`src/rtl/ms_slave_arbiter.sv`:
```
// Round-robin arbiter that shares one master-slave slave port among NUM_MASTERS requesters.
// Define MS_ARB_TIMEOUT_EN to bound the WAIT state by TIMEOUT_CYCLES and return an error response.
module ms_slave_arbiter #(
  parameter  int NUM_MASTERS    = 4,
  parameter  int DATA_W         = 32,
  parameter  int TIMEOUT_CYCLES = 255,
  localparam int GW             = $clog2(NUM_MASTERS)
) (
  input  logic                          clk,
  input  logic                          rst,
  input  logic [NUM_MASTERS-1:0]        req_valid,
  input  logic [NUM_MASTERS*DATA_W-1:0] req_data,
  output logic [NUM_MASTERS-1:0]        req_ready,
  output logic [NUM_MASTERS-1:0]        resp_valid,
  output logic [DATA_W-1:0]             resp_data,
  output logic                          resp_err,
  output logic [DATA_W-1:0]             slv_out,
  output logic                          slv_out_sync,
  input  logic [DATA_W-1:0]             slv_in,
  input  logic                          slv_in_sync,
  output logic                          busy,
  output logic [GW-1:0]                 grant_id
);

  typedef enum logic [1:0] {IDLE, ISSUE, WAIT, RETURN} state_t;

  state_t                   state, state_nxt;
  logic [GW-1:0]            last_grant, last_nxt, grant_nxt;
  logic [GW-1:0]            pick_idx, cand;
  logic                     pick_found;
  logic [NUM_MASTERS-1:0]   req_ready_nxt, resp_valid_nxt;
  logic [DATA_W-1:0]        slv_out_nxt, resp_data_nxt;
  logic                     sync_nxt, err_nxt;

`ifdef MS_ARB_TIMEOUT_EN
  localparam int CNT_W = ($clog2(TIMEOUT_CYCLES + 1) > 8) ? $clog2(TIMEOUT_CYCLES + 1) : 8;
  logic [CNT_W-1:0] tmo_cnt, tmo_cnt_nxt;
`else
  localparam int unused_timeout = TIMEOUT_CYCLES;
`endif

  // Scan upward from last_grant+1 with wrap-around; the first pending request wins.
  always_comb begin
    pick_found = 1'b0;
    pick_idx   = '0;
    cand       = '0;
    for (int k = 1; k <= NUM_MASTERS; k++) begin
      cand = GW'((int'(last_grant) + k) % NUM_MASTERS);
      if (!pick_found && req_valid[cand]) begin
        pick_found = 1'b1;
        pick_idx   = cand;
      end
    end
  end

  always_comb begin
    state_nxt      = state;
    grant_nxt      = grant_id;
    last_nxt       = last_grant;
    slv_out_nxt    = slv_out;
    resp_data_nxt  = resp_data;
    req_ready_nxt  = '0;
    resp_valid_nxt = '0;
    sync_nxt       = 1'b0;
    err_nxt        = 1'b0;
`ifdef MS_ARB_TIMEOUT_EN
    tmo_cnt_nxt    = (state == WAIT) ? tmo_cnt + 1'b1 : '0;
`endif
    case (state)
      IDLE: begin
        if (pick_found) begin
          state_nxt               = ISSUE;
          grant_nxt               = pick_idx;
          slv_out_nxt             = req_data[pick_idx*DATA_W +: DATA_W];
          req_ready_nxt[pick_idx] = 1'b1;
          sync_nxt                = 1'b1;
        end
      end
      ISSUE: state_nxt = WAIT;
      WAIT: begin
        // A response arriving on the timeout cycle takes priority over the error.
        if (slv_in_sync) begin
          state_nxt                = RETURN;
          resp_data_nxt            = slv_in;
          resp_valid_nxt[grant_id] = 1'b1;
        end
`ifdef MS_ARB_TIMEOUT_EN
        else if (tmo_cnt == CNT_W'(TIMEOUT_CYCLES)) begin
          state_nxt                = RETURN;
          resp_data_nxt            = '0;
          resp_valid_nxt[grant_id] = 1'b1;
          err_nxt                  = 1'b1;
        end
`endif
      end
      RETURN: begin
        last_nxt  = grant_id;
        state_nxt = IDLE;
      end
      default: state_nxt = IDLE;
    endcase
  end

  always_ff @(posedge clk or posedge rst) begin
    if (rst) begin
      state        <= IDLE;
      last_grant   <= GW'(NUM_MASTERS - 1);
      grant_id     <= '0;
      req_ready    <= '0;
      resp_valid   <= '0;
      resp_data    <= '0;
      resp_err     <= 1'b0;
      slv_out      <= '0;
      slv_out_sync <= 1'b0;
      busy         <= 1'b0;
`ifdef MS_ARB_TIMEOUT_EN
      tmo_cnt      <= '0;
`endif
    end else begin
      state        <= state_nxt;
      last_grant   <= last_nxt;
      grant_id     <= grant_nxt;
      req_ready    <= req_ready_nxt;
      resp_valid   <= resp_valid_nxt;
      resp_data    <= resp_data_nxt;
      resp_err     <= err_nxt;
      slv_out      <= slv_out_nxt;
      slv_out_sync <= sync_nxt;
      busy         <= (state_nxt != IDLE);
`ifdef MS_ARB_TIMEOUT_EN
      tmo_cnt      <= tmo_cnt_nxt;
`endif
    end
  end

endmodule
```
`config.mk`:
```
export PLATFORM = sky130hd
export DESIGN_NAME = ms_slave_arbiter
export DESIGN_NICKNAME = d
export VERILOG_FILES = /design/src/rtl/ms_slave_arbiter.sv
export SDC_FILE = /design/constraint.sdc
export NUM_CORES = 1
export LEC_CHECK = 0
export BUFFER_PORTS_ARGS = -buffer_cell sky130_fd_sc_hd__buf_4
export CAP_MARGIN = 20
export CORE_ASPECT_RATIO = 0.75
export CORE_MARGIN = 5
export CORE_UTILIZATION = 39
export DETAILED_ROUTE_END_ITERATION = 8
export PLACE_DENSITY = 0.73
export SLEW_MARGIN = 10
export SYNTH_ARGS = -nofsm -noshare
export SYNTH_HDL_FRONTEND = slang
export SYNTH_SLANG_ARGS = --single-unit
```
`constraint.sdc`:
```
create_clock -name clk -period 2.63 [get_ports clk]
set_clock_uncertainty 0.2 [all_clocks]
set_input_delay 0.263 -clock clk [delete_from_list [all_inputs] [get_ports clk]]
set_output_delay 0.263 -clock clk [all_outputs]
set_load 0.02 [all_outputs]
```
==> out/results.ini <==
[outcome]
outcome = finished clean

[setup_path]
cpMaxStageDelayCell = dfstp_2
max_stage_delay_ns = 0.62
critPathRequiredTime_ns = 2.65
worstSetupStartpointType = flop
cp.arrival_ns = 2.26
path_cells = inv_1 > a221oi_4 > buf_12 > mux2i_1 > nor2_1 > o22a_1
path_max_fanout = 31
crit_path_end_kind = flop
crit_type = reg -> reg

[sta]
tns_ns = 0
slew_headroom_pct = 49.7
final.min_clock_period_ns = 2.25
setup_viol = 0
slew_viol_final = 0
tightest_slew_ns = 0.755
rsz0062_at_grt = false
final_hold_viol_count = 0
timing.fmax_mhz = 445
fin_crit_sh_pct = 85.5

[placement]
globalplace.congestion = 0.874
place_hpwl_mm = 10.0
portBuffers = 242

[grt]
grt.overflow.total = 0
met2_usage_pct = 36.5
met1_usage_pct = 26.7
grt_pass1_vias = 4029
grt-busiest-layer = met2
grt_start_max_net_pins = 42
antenna_found_initial = 0
grt_util_met3_pct = 9.24
grt_use_total_pct = 22.1
grt_pass1_wl_mm = 21.9

[pwr]
p_total_mw = 7.33
vdd_drop_max_mv = 0.697
p_per_area_mw_per_mm2 = 1120
leakagePower_nw = 3.14

[clocking]
clk_pin_slew_ns = 0.06
clock_sinks = 80
htree_levels = 3
cts_tree = yes
postCtsSetupRepairBufs = 0
cts-resized-gates = 0
cts_max_path_buffers = 2
clock_latency_ns = 0.33
clockRootBuffer = clkbuf_16
cts_made_buffers = 9
postCtsHoldBufs = 33

[floorplan]
core_area_mm2 = 0.0102
initial_core_util_pct = 39.5
boundaryPins = 244
die_w_um = 127
die_h_um = 98.1
die_area_mm2 = 0.0125
rows = 32

[synth]
ys_ff_latch = 80
synth_ff_type = dfrtp_1
synth_area_mm2 = 0.00403
synth_fp_nets = 522
yosys.area.top_type = dfrtp_1
synthArstFlopShare_pct = 100
yosysMostFrequentCell = dfrtp_1
ys_types = 41
ys_seq_area_share_pct = 49.7
ys_top_cells_by_count = dfrtp_1, nor2_1, mux2_2
ys_top_cells_by_area = dfrtp_1, mux2_2, mux2_1
synth-edff-count = 0
postSynthAreaPerCell_um2 = 11.5
yosys_warnings = 0
synth_cells = 352
synth_top_cell_area_share_pct = 48.4

[detailed_routing]
dr.pass1.iters = 4
wl_mm = 13.9
vias = 3898
drtIter0Drc = 136
vias_per_cell = 5.10
antenna_left = 0
drc = 0
wl_per_cell_um = 18.2

[layout]
seqCellArea_mm2 = 0.00200
drive_above_1_share_pct = 50.3
syn2layout_area_growth_pct = 62.2
fin_nets = 793
multiInputGateArea_mm2 = 0.00180
antenna_cells = 0
nFillCells = 805

[job]
maxCapViolations = 0

[hold_path]
holdCritPathClass = in -> reg

## sequential cells by signal, summed over array words and instances, names as in the netlist
name and count:
req_ready 4, resp_valid 4, slv_out_sync 1, busy 1, slv_out 32, resp_data 32, last_grant 2, grant_id 2
state 2
## stage by stage
stage	hold WS (ns)	utilization (%)	cell area [um2]	std cells	setup slack, ns
after floorplan	0.214	-	4030	352	0.119
after global placement	0.209	58.1	5930	715	0.491
after detailed placement	0.209	58.1	5930	715	0.412
after CTS	0.0192	64.1	6540	764	0.401
after global routing	0.0282	64.1	6540	764	0.255
final	0.0308	64.1	6540	764	0.382
## final cells by class
class                           instances  area share, %
Timing Repair Buffer                  286           34.7
Tap cell                              136           2.60
Clock inverter                          6          0.650
Sequential cell                        80           30.6
Multi-Input combinational cell        241           27.5
Inverter                                5          0.306
Clock buffer                           10           3.65
## cell usage in the layout (no fill, tap or decap), types with 2 or more instances in the layout
cell / count
a21oi_1: 28
a221o_1: 6
a221oi_1: 26
a31oi_1: 2
and2_1: 2
buf_12: 3
buf_4: 250
clkbuf_16: 9
clkinv_2: 3
clkinvlp_4: 2
dfrtp_1: 78
dfstp_2: 2
dlygate4sd3_1: 33
ha_1: 3
inv_1: 3
mux2_1: 23
mux2_2: 36
mux2i_1: 6
nand2_1: 34
nand2b_1: 3
nor2_1: 39
nor2b_1: 2
nor3_1: 5
nor3b_1: 2
o21ai_0: 4
o22a_1: 6
## worst paths after layout
check                                                  to  cells after the start  slack (ns)                 startpoint
max in group asynchronous       resp_data[24]$_DFFE_PP0P_                      4        1.12                        rst
min in group asynchronous       resp_data[20]$_DFFE_PP0P_                      3        0.41                        rst
worst min-delay path               slv_out[4]$_DFFE_PP0P_                      3        0.03               req_data[68]
worst max-delay path               slv_out[0]$_DFFE_PP0P_                      6        0.38  last_grant[1]$_DFFE_PP1N_
worst min register to register    slv_out[18]$_DFFE_PP0P_                      1        0.31    slv_out[18]$_DFFE_PP0P_
worst max register to register     slv_out[0]$_DFFE_PP0P_                      6        0.38  last_grant[1]$_DFFE_PP1N_
## cell families after synthesis
logic type / after synthesis / synth area share [%]
AOI/OAI and AO/OA: 79 / 15.2
muxes: 65 / 18.0
adders and majority gates: 3 / 0.931
DFF: 80 / 49.7
and+or+nand+nor: 93 / 10.2
other: 1 / 0.0930
buffers and inverters: 31 / 5.87
## critical path, delay by kind of cell, from the launching register on
family                 cells  cell delay (ns)
AOI/OAI and AO/OA          2             0.54
buffers and inverters      2             0.37
DFF                        1             0.62
muxes                      1             0.30
and+or+nand+nor            1             0.07
## where the power goes
part,switching (mW),internal [mW]
sequential,0.386,1.84
combinational,2.11,1.82
clock,0.503,0.666
total,3.00,4.32
## per-layer routing
layer | vias up | share of wire [%]
met5 | - | 0
met4 | 0 | 1.7
met3 | 17 | 12
met2 | 211 | 48
met1 | 1857 | 39
li1 | 1813 | -
Power figures use the tool's default switching activity.
